===== src/rtl/comefa_rf_bank.sv =====
// comefa_rf_bank: parametrised flop register bank with masked direct
// writes, a write-first registered read port and a burst-load engine.
// Ports: clk/resetn (sync, active-low), wr_* direct write with bit mask,
// rd_addr/rd_data registered read, ld_* handshaked burst load,
// rf_flat parallel view of every register.
module comefa_rf_bank #(
  parameter int DATA_WIDTH = 32,
  parameter int NUM_REGS   = 8,
  parameter int ADDR_WIDTH = $clog2(NUM_REGS)
) (
  input  logic                           clk,
  input  logic                           resetn,
  input  logic                           wr_en,
  input  logic [ADDR_WIDTH-1:0]          wr_addr,
  input  logic [DATA_WIDTH-1:0]          wr_data,
  input  logic [DATA_WIDTH-1:0]          wr_mask,
  input  logic [ADDR_WIDTH-1:0]          rd_addr,
  output logic [DATA_WIDTH-1:0]          rd_data,
  input  logic                           ld_start,
  input  logic [ADDR_WIDTH-1:0]          ld_base,
  input  logic [ADDR_WIDTH:0]            ld_count,
  input  logic                           ld_valid,
  input  logic [DATA_WIDTH-1:0]          ld_data,
  output logic                           ld_ready,
  output logic                           ld_busy,
  output logic                           ld_done,
  output logic [NUM_REGS*DATA_WIDTH-1:0] rf_flat
);

  typedef enum logic {IDLE, LOAD} state_t;

  localparam logic [ADDR_WIDTH:0] NREGS =
    (ADDR_WIDTH+1)'(NUM_REGS);
  localparam logic [ADDR_WIDTH-1:0] LAST =
    ADDR_WIDTH'(NUM_REGS-1);
  localparam logic [ADDR_WIDTH:0] ONE =
    (ADDR_WIDTH+1)'(1);

  state_t state, state_nxt;

  logic [DATA_WIDTH-1:0] regs     [NUM_REGS];
  logic [DATA_WIDTH-1:0] regs_nxt [NUM_REGS];

  logic [ADDR_WIDTH-1:0] ptr, ptr_nxt;
  logic [ADDR_WIDTH:0]   rem, rem_nxt;
  logic                  done_q, done_nxt;
  logic                  beat, wr_ok, rd_ok, start_ok;

  // Addresses are wider than the register count when NUM_REGS is
  // not a power of two, so every port is range-checked.
  assign wr_ok    = wr_en && ({1'b0, wr_addr} < NREGS);
  assign rd_ok    = {1'b0, rd_addr} < NREGS;
  assign start_ok = ld_start && (ld_count != '0)
                 && ({1'b0, ld_base} < NREGS);
  assign beat     = ld_valid && ld_ready;
  assign ld_done  = done_q;

  always_comb begin
    state_nxt = state;
    ptr_nxt   = ptr;
    rem_nxt   = rem;
    done_nxt  = 1'b0;
    ld_ready  = 1'b0;
    ld_busy   = 1'b0;
    unique case (state)
      IDLE: begin
        if (start_ok) begin
          state_nxt = LOAD;
          ptr_nxt   = ld_base;
          rem_nxt   = ld_count;
        end
      end
      LOAD: begin
        ld_ready = 1'b1;
        ld_busy  = 1'b1;
        if (ld_valid) begin
          ptr_nxt = (ptr == LAST) ? '0 : ptr + 1'b1;
          rem_nxt = rem - ONE;
          if (rem == ONE) begin
            state_nxt = IDLE;
            done_nxt  = 1'b1;
          end
        end
      end
      default: state_nxt = IDLE;
    endcase
  end

  // Load beat first, then the masked direct write on top of it, so a
  // collision keeps direct bits where the mask is set.
  always_comb begin
    regs_nxt = regs;
    if (beat)
      regs_nxt[ptr] = ld_data;
    if (wr_ok)
      regs_nxt[wr_addr] = (regs_nxt[wr_addr] & ~wr_mask)
                        | (wr_data & wr_mask);
  end

  always_ff @(posedge clk) begin
    if (!resetn) begin
      state   <= IDLE;
      ptr     <= '0;
      rem     <= '0;
      done_q  <= 1'b0;
      rd_data <= '0;
      for (int i = 0; i < NUM_REGS; i++)
        regs[i] <= '0;
    end else begin
      state   <= state_nxt;
      ptr     <= ptr_nxt;
      rem     <= rem_nxt;
      done_q  <= done_nxt;
      regs    <= regs_nxt;
      rd_data <= rd_ok ? regs_nxt[rd_addr] : '0;
    end
  end

  for (genvar g = 0; g < NUM_REGS; g++) begin : g_flat
    assign rf_flat[g*DATA_WIDTH +: DATA_WIDTH] = regs[g];
  end

endmodule

===== config.mk =====
export PLATFORM = sky130hd
export DESIGN_NAME = comefa_rf_bank
export DESIGN_NICKNAME = d
export VERILOG_FILES = /design/src/rtl/comefa_rf_bank.sv
export SDC_FILE = /design/constraint.sdc
export NUM_CORES = 1
export LEC_CHECK = 0
export CORE_ASPECT_RATIO = 0.5
export CORE_MARGIN = 5
export CORE_UTILIZATION = 40
export DETAILED_ROUTE_END_ITERATION = 16
export SKIP_CTS_REPAIR_TIMING = 1
export SLEW_MARGIN = 20
export SYNTH_ARGS = -nofsm -noshare
export SYNTH_HDL_FRONTEND = slang
export SYNTH_SLANG_ARGS = --single-unit

===== constraint.sdc =====
create_clock -name clk -period 4.6 [get_ports clk]
set_input_delay 0.92 -clock clk [delete_from_list [all_inputs] [get_ports clk]]
set_output_delay 0.92 -clock clk [all_outputs]
set_load 0.02 [all_outputs]

==> results of run 1 <==
[state kept, by name (all words and copies together) (netlist names)]
signal,flops
ld_done,1
state,1
rd_data,32
ptr,3
rf_flat,256
rem,4
[per-layer routing]
metal	up-vias	global-route usage, %
met5	-	0
met4	6	16.24
met2	1834	61.09
met1	11590	55.05
met3	435	12.73
li1	10270	-
[area by class of cell]
cell class	instances	area, µm²
diodes	3	7.507
clock buffers	43	890.9
repair buffers	567	5433
multi-input cells	2026	12620
clock inverters	12	175.2
flip-flops and latches	297	5946
well taps	649	812.0
inverters	24	95.09
fillers	4686	22510
[kinds of logic (layout without fill, tap and decap cells)]
kind of cell / Yosys count / after routing
simple gates: 929 / 929
compound gates: 871 / 871
buf+inv: 263 / 646
other cells: 0 / 3
xor+xnor: 2 / 2
mux: 220 / 220
flops: 297 / 297
fa+ha+maj: 4 / 4
[cells in the mapped netlist (all sizes together), types with 13 or more instances]
cell      n
nor2    390
dfxtp   297
a21oi   252
nand2   219
o21ai   181
mux2i   169
clkbuf  162
a211oi   92
nand3    92
buf      77
o211ai   53
and3     44
nand2b   44
a31oi    38
mux2     34
a211o    33
o22ai    32
and2     31
o211a    25
nor3     23
inv      21
mux4     17
nor2b    17
o221ai   16
a221oi   13
nand4    13
o22a     13
[worst max-delay path by stage]
stage	startpoint	end	slack (ps)
detailed placement	wr_addr[1]	rd_data[0]	380
global route	ld_valid	rd_data[12]	750
finish	wr_addr[1]	rd_data[0]	820
global placement	ld_valid	rd_data[30]	340
floorplan	ld_valid	rd_data[24]	1490
CTS	wr_addr[1]	rd_data[0]	1020
[tightest hold or removal path, cell delays in order, from the launching register on]
cell	delay [ps]
dfxtp_1	330
inv_1	50
a21oi_1	50
[power by group through the flow]
stage                     Sequential (mW)  Combinational (mW)  Clock (mW)
after floorplan                      2.93               0.828           0
after global placement               2.85                1.78           0
after detailed placement             2.85                1.78           0
after CTS                            2.79                1.78        2.79
after global routing                 2.80                1.92        2.89
final                                2.79                1.85        2.79
==> out/qor.txt, run 1 <==
Status: finished, final reports clean
Number of enable flip-flop cells after synthesis: 0
H-tree lvl count: 1
Reg-to-Reg End: rd_data[30]
Fin crit period: 3782 ps
Worst hold path depth: 2
CTS Buf Count: 31
Layout Utilization: 53.58%
R2r worst-path depth: 10
Yosys top cell by area: dfxtp_1
Leading cell type in the layout, fill and taps excluded: clkdlybuf4s50_1
P&R area growth vs syn: 32.70%
Antenna Nets Post-Route: 0
Skew-Pair Late Insertion Delay: 630 ps
CP Capture Type: flip-flop
Synth top area share: 30.36%
CP Class: in2reg
Clock Skew: 16.60 ps
Worst endpoint data arrival time: 4310 ps
Number of global-route vias before repair: 23.02k
Synthesized cell area: 19580 µm²
Post-synthesis compound-gate area fraction: 29.35%
Final setup vio count: 0
Critical path launch point type: input port
Slew @ Worst Pin: 1004 ps
Slew Limit Fails: 0
Met3 Routed Length: 16100 µm
P_sw: 2.504 mW
Reg2reg setup slack: 840 ps
Ys async rst share: 0%
Setup TNS: 0 ps
Post-Synth XOR/XNOR Area: 0.08946%
Pwr dens: 286.0 nW/µm²
Final non-filler cell total: 3621
Syn Nets: 2704
Pre-Repair DR Iteration Count: 7
RSZ-0062 raised after global routing: no
Commonest cells after routing, fill and taps aside: 398 x clkdlybuf4s50_1, 376 x nor2_1, 297 x dfxtp_1
DP Wirelength: 83390 µm
Class of the worst hold path: reg2reg
Slew headroom: 33.05%
Total die area: 53750 µm²
Top Ports: 405
Vias: 24.13k
Period utilization: 82.22%
Largest family of logic cells by synthesized area: compound AO/OA/AOI/OAI gates
# placed instances: 3563
Setup ws final: 818.0 ps
Combinational share of power: 24.9%
Fraction of final layout cells sized beyond drive strength 1: 10.95%
Mux cell area share after synthesis: 12.57%
DRT iter0 DRCs: 3924
Register bit total from synthesis: 297
Num rows: 57
Sink Count: 297
Max VDD drop: 0.0002558 V
Fmax: 264.4 MHz
R2R Path Start: ptr[0]
Worst hold start: rem[3]
Cells along the critical path: buf_2 -> buf_4 -> and3b_1 -> and4_1 -> a311o_1 -> nor4bb_1 -> a31oi_2 -> a21oi_1 -> a221o_1 -> nor2_1
Clock slew at reported path FFs: 70 ps
CTS tree: done
WL per Instance: 31.81 µm
Maximum fanout along the worst path: 14
Die H: 166.5 µm
Worst slack at placement: 375.2 ps
MaxCap Viol Count: 0
Grt total ovfl: 0
Hold endpoint: rem[3]
Delay of the slowest critical-path stage: 530 ps
Root Driver: clkbuf_16
Synth Area in Simple Gates: 21.72%
First-pass GRT wire length: 163400 µm
Top delay family on crit path: simple AND/OR/NAND/NOR gates
Final Hold Slack: 475.4 ps
Initial Utilization: 40.38%
Seq pwr share: 37.5%
GRT Util Overall: 40.85%
Sequential cell area fraction in the yosys report: 30.36%
Post-Route M1 WL: 45220 µm
Clk buf depth: 3
Drt total wl: 115200 µm
Static leakage: 10.78 nW
Adder-cell area share of the yosys netlist: 0.2556%
Routed met2 length: 47900 µm
Synth top area cells: dfxtp_1 30%, mux2i_1 8.6%, nor2_1 7.4%, a21oi_1 6.4%, o21ai_0 4.5%
Clock network fraction of total power: 37.5%
Placer congestion estimate: 1.022
Fin nets: 3065
Buf/Inv on CP: 2
Design area: 25980 µm²
Cell Int Power: 4.928 mW
Port Buffers: 404
Largest net degree at the start of global routing: 77
Highest routed layer: met5
Initial antenna violation count: 4
Cells after synthesis: 2586
Chip Width: 322.9 µm
Final Power: 7.432 mW
Yosys Warn Count: 0
Net Sw Frac: 33.69%
Final Hold Vio Count: 0
Syn Area/Cell: 7.572 µm²
Remaining DRCs: 0
Worst path depth: 10
Worst endpoint required time: 5120 ps
Drt via density: 6.665
Core ar.: 48500 µm²
Post-Place Cell Area: 24910 µm²
Slowest cell on crit path: nor4bb_1
Ys flop type: dfxtp_1
Post-synth cell types: 86
Power figures use the tool's default switching activity.
==> run 2: changes to the inputs <==
==> constraint.sdc (replaced) <==
create_clock -name clk -period 3.5 [get_ports clk]
set_input_delay 0.7 -clock clk [delete_from_list [all_inputs] [get_ports clk]]
set_output_delay 0.7 -clock clk [all_outputs]
set_load 0.02 [all_outputs]
==> out/qor.txt, run 2 (same netlist as run 1, synthesis figures left out) <==
Clk buf depth: 3
Skew-Pair Late Insertion Delay: 640 ps
Core ar.: 48500 µm²
Max FFs per register: 256
Layout Utilization: 59.00%
Number of global-route vias before repair: 24.15k
Pwr dens: 352.0 nW/µm²
# placed instances: 3878
Fin nets: 3380
Slew Limit Fails: 0
Vias: 25.28k
Largest net degree at the start of global routing: 72
Period utilization: 95.16%
RSZ-0062 raised after global routing: no
Grt total ovfl: 0
Slew @ Worst Pin: 976.9 ps
Die H: 166.5 µm
H-tree lvl count: 1
Class of the worst hold path: in2reg
CTS Buf Count: 31
Top Ports: 405
Worst endpoint required time: 3990 ps
Status: finished, final reports clean
Critical path launch point type: flip-flop
CP Capture Type: flip-flop
Fmax: 300.2 MHz
Sink Count: 297
CP Class: reg2reg
Fill cells: 4527
Leading cell type in the layout, fill and taps excluded: buf_4
Initial Utilization: 40.38%
Final Hold Vio Count: 0
Fin crit period: 3331 ps
DP Wirelength: 89730 µm
MaxCap Viol Count: 0
Remaining DRCs: 0
Clock Skew: 22.84 ps
Pre-Repair DR Iteration Count: 8
Final non-filler cell total: 3935
Worst endpoint data arrival time: 3820 ps
Max VDD drop: 0.0003136 V
Commonest cells after routing, fill and taps aside: 444 x buf_4, 398 x clkdlybuf4s50_1, 376 x nor2_1
Clock slew at reported path FFs: 70 ps
Root Driver: clkbuf_16
Setup TNS: 0 ps
Slew headroom: 34.74%
Initial antenna violation count: 4
Antenna Nets Post-Route: 0
Num rows: 57
Maximum fanout along the worst path: 11
Drt via density: 6.424
GRT Util Overall: 42.04%
P&R area growth vs syn: 46.13%
Total die area: 53750 µm²
Static leakage: 12.35 nW
Placer congestion estimate: 1.023
Final setup vio count: 0
WL per Instance: 30.24 µm
Final Hold Slack: 440.2 ps
Drt total wl: 119000 µm
DRT iter0 DRCs: 3718
Chip Width: 322.9 µm
First-pass GRT wire length: 168900 µm
CTS tree: done
Port Buffers: 404
Fraction of final layout cells sized beyond drive strength 1: 19.51%
## run 2: changes by cell type in the layout (fill, tap and decap cells not counted)
cell / change
buf_4: +293
diode_2: -2
clkinv_2: +3
buf_12: +22
clkbuf_8: -1
clkinvlp_4: -2
inv_6: +1
## run 2: layout make-up
type	instances	area [µm²]	area share (%)
sequential	297	5946	20.78
clock inverter	14	183.9	0.6428
inverter	24	95.09	0.3323
timing repair buffer	882	8073	28.21
clock buffer	42	877.1	3.065
antenna	1	2.502	0.008745
tap	649	812.0	2.838
multi-input combinational	2026	12620	44.12
## run 2: stage by stage
stage	setup WS (ps)	total power [mW]	area, µm²
final	169.4	10.07	28610
after global routing	35.07	10.35	28610
after CTS	263.3	9.975	28610
after detailed placement	-196.8	6.361	27550
after global placement	-151.0	6.367	27550
after floorplan	607.2	4.941	19580
## run 2: critical path, cell delays in order, from the launching register on
cell and delay, ps:
dfxtp_1 580, and2b_1 490, nand2_2 230, mux2_2 350, a2111oi_0 560, buf_4 210
nand4_1 100, and2_1 200, o21ai_0 290, a211oi_1 180
## run 2: power by group
group / internal (mW) / total [mW] / switching, mW
registers: 3.53 / 3.66 / 0.131
clock network: 2.05 / 3.68 / 1.63
logic: 1.11 / 2.73 / 1.62
total: 6.68 / 10.1 / 3.39
## run 2: per-layer routing
layer	vias up	routed length, µm	part of all wire [%]	global-route usage (%)
li1	10930	-	-	-
met1	12170	48910	41	57.66
met2	1784	49010	41	62.10
met3	386	15450	13	13.38
met4	8	5569	4.7	15.27
met5	-	56	0.047	0
## run 2: path summary, 6_finish.rpt
kind | cells past startpoint | end | slack, ps | from
max | 9 | rd_data[2] | 170 | ptr[0]
min | 3 | rf_flat[165] | 440 | resetn
max reg2reg | 9 | rd_data[2] | 170 | ptr[0]
min reg2reg | 2 | rem[3] | 480 | rem[3]
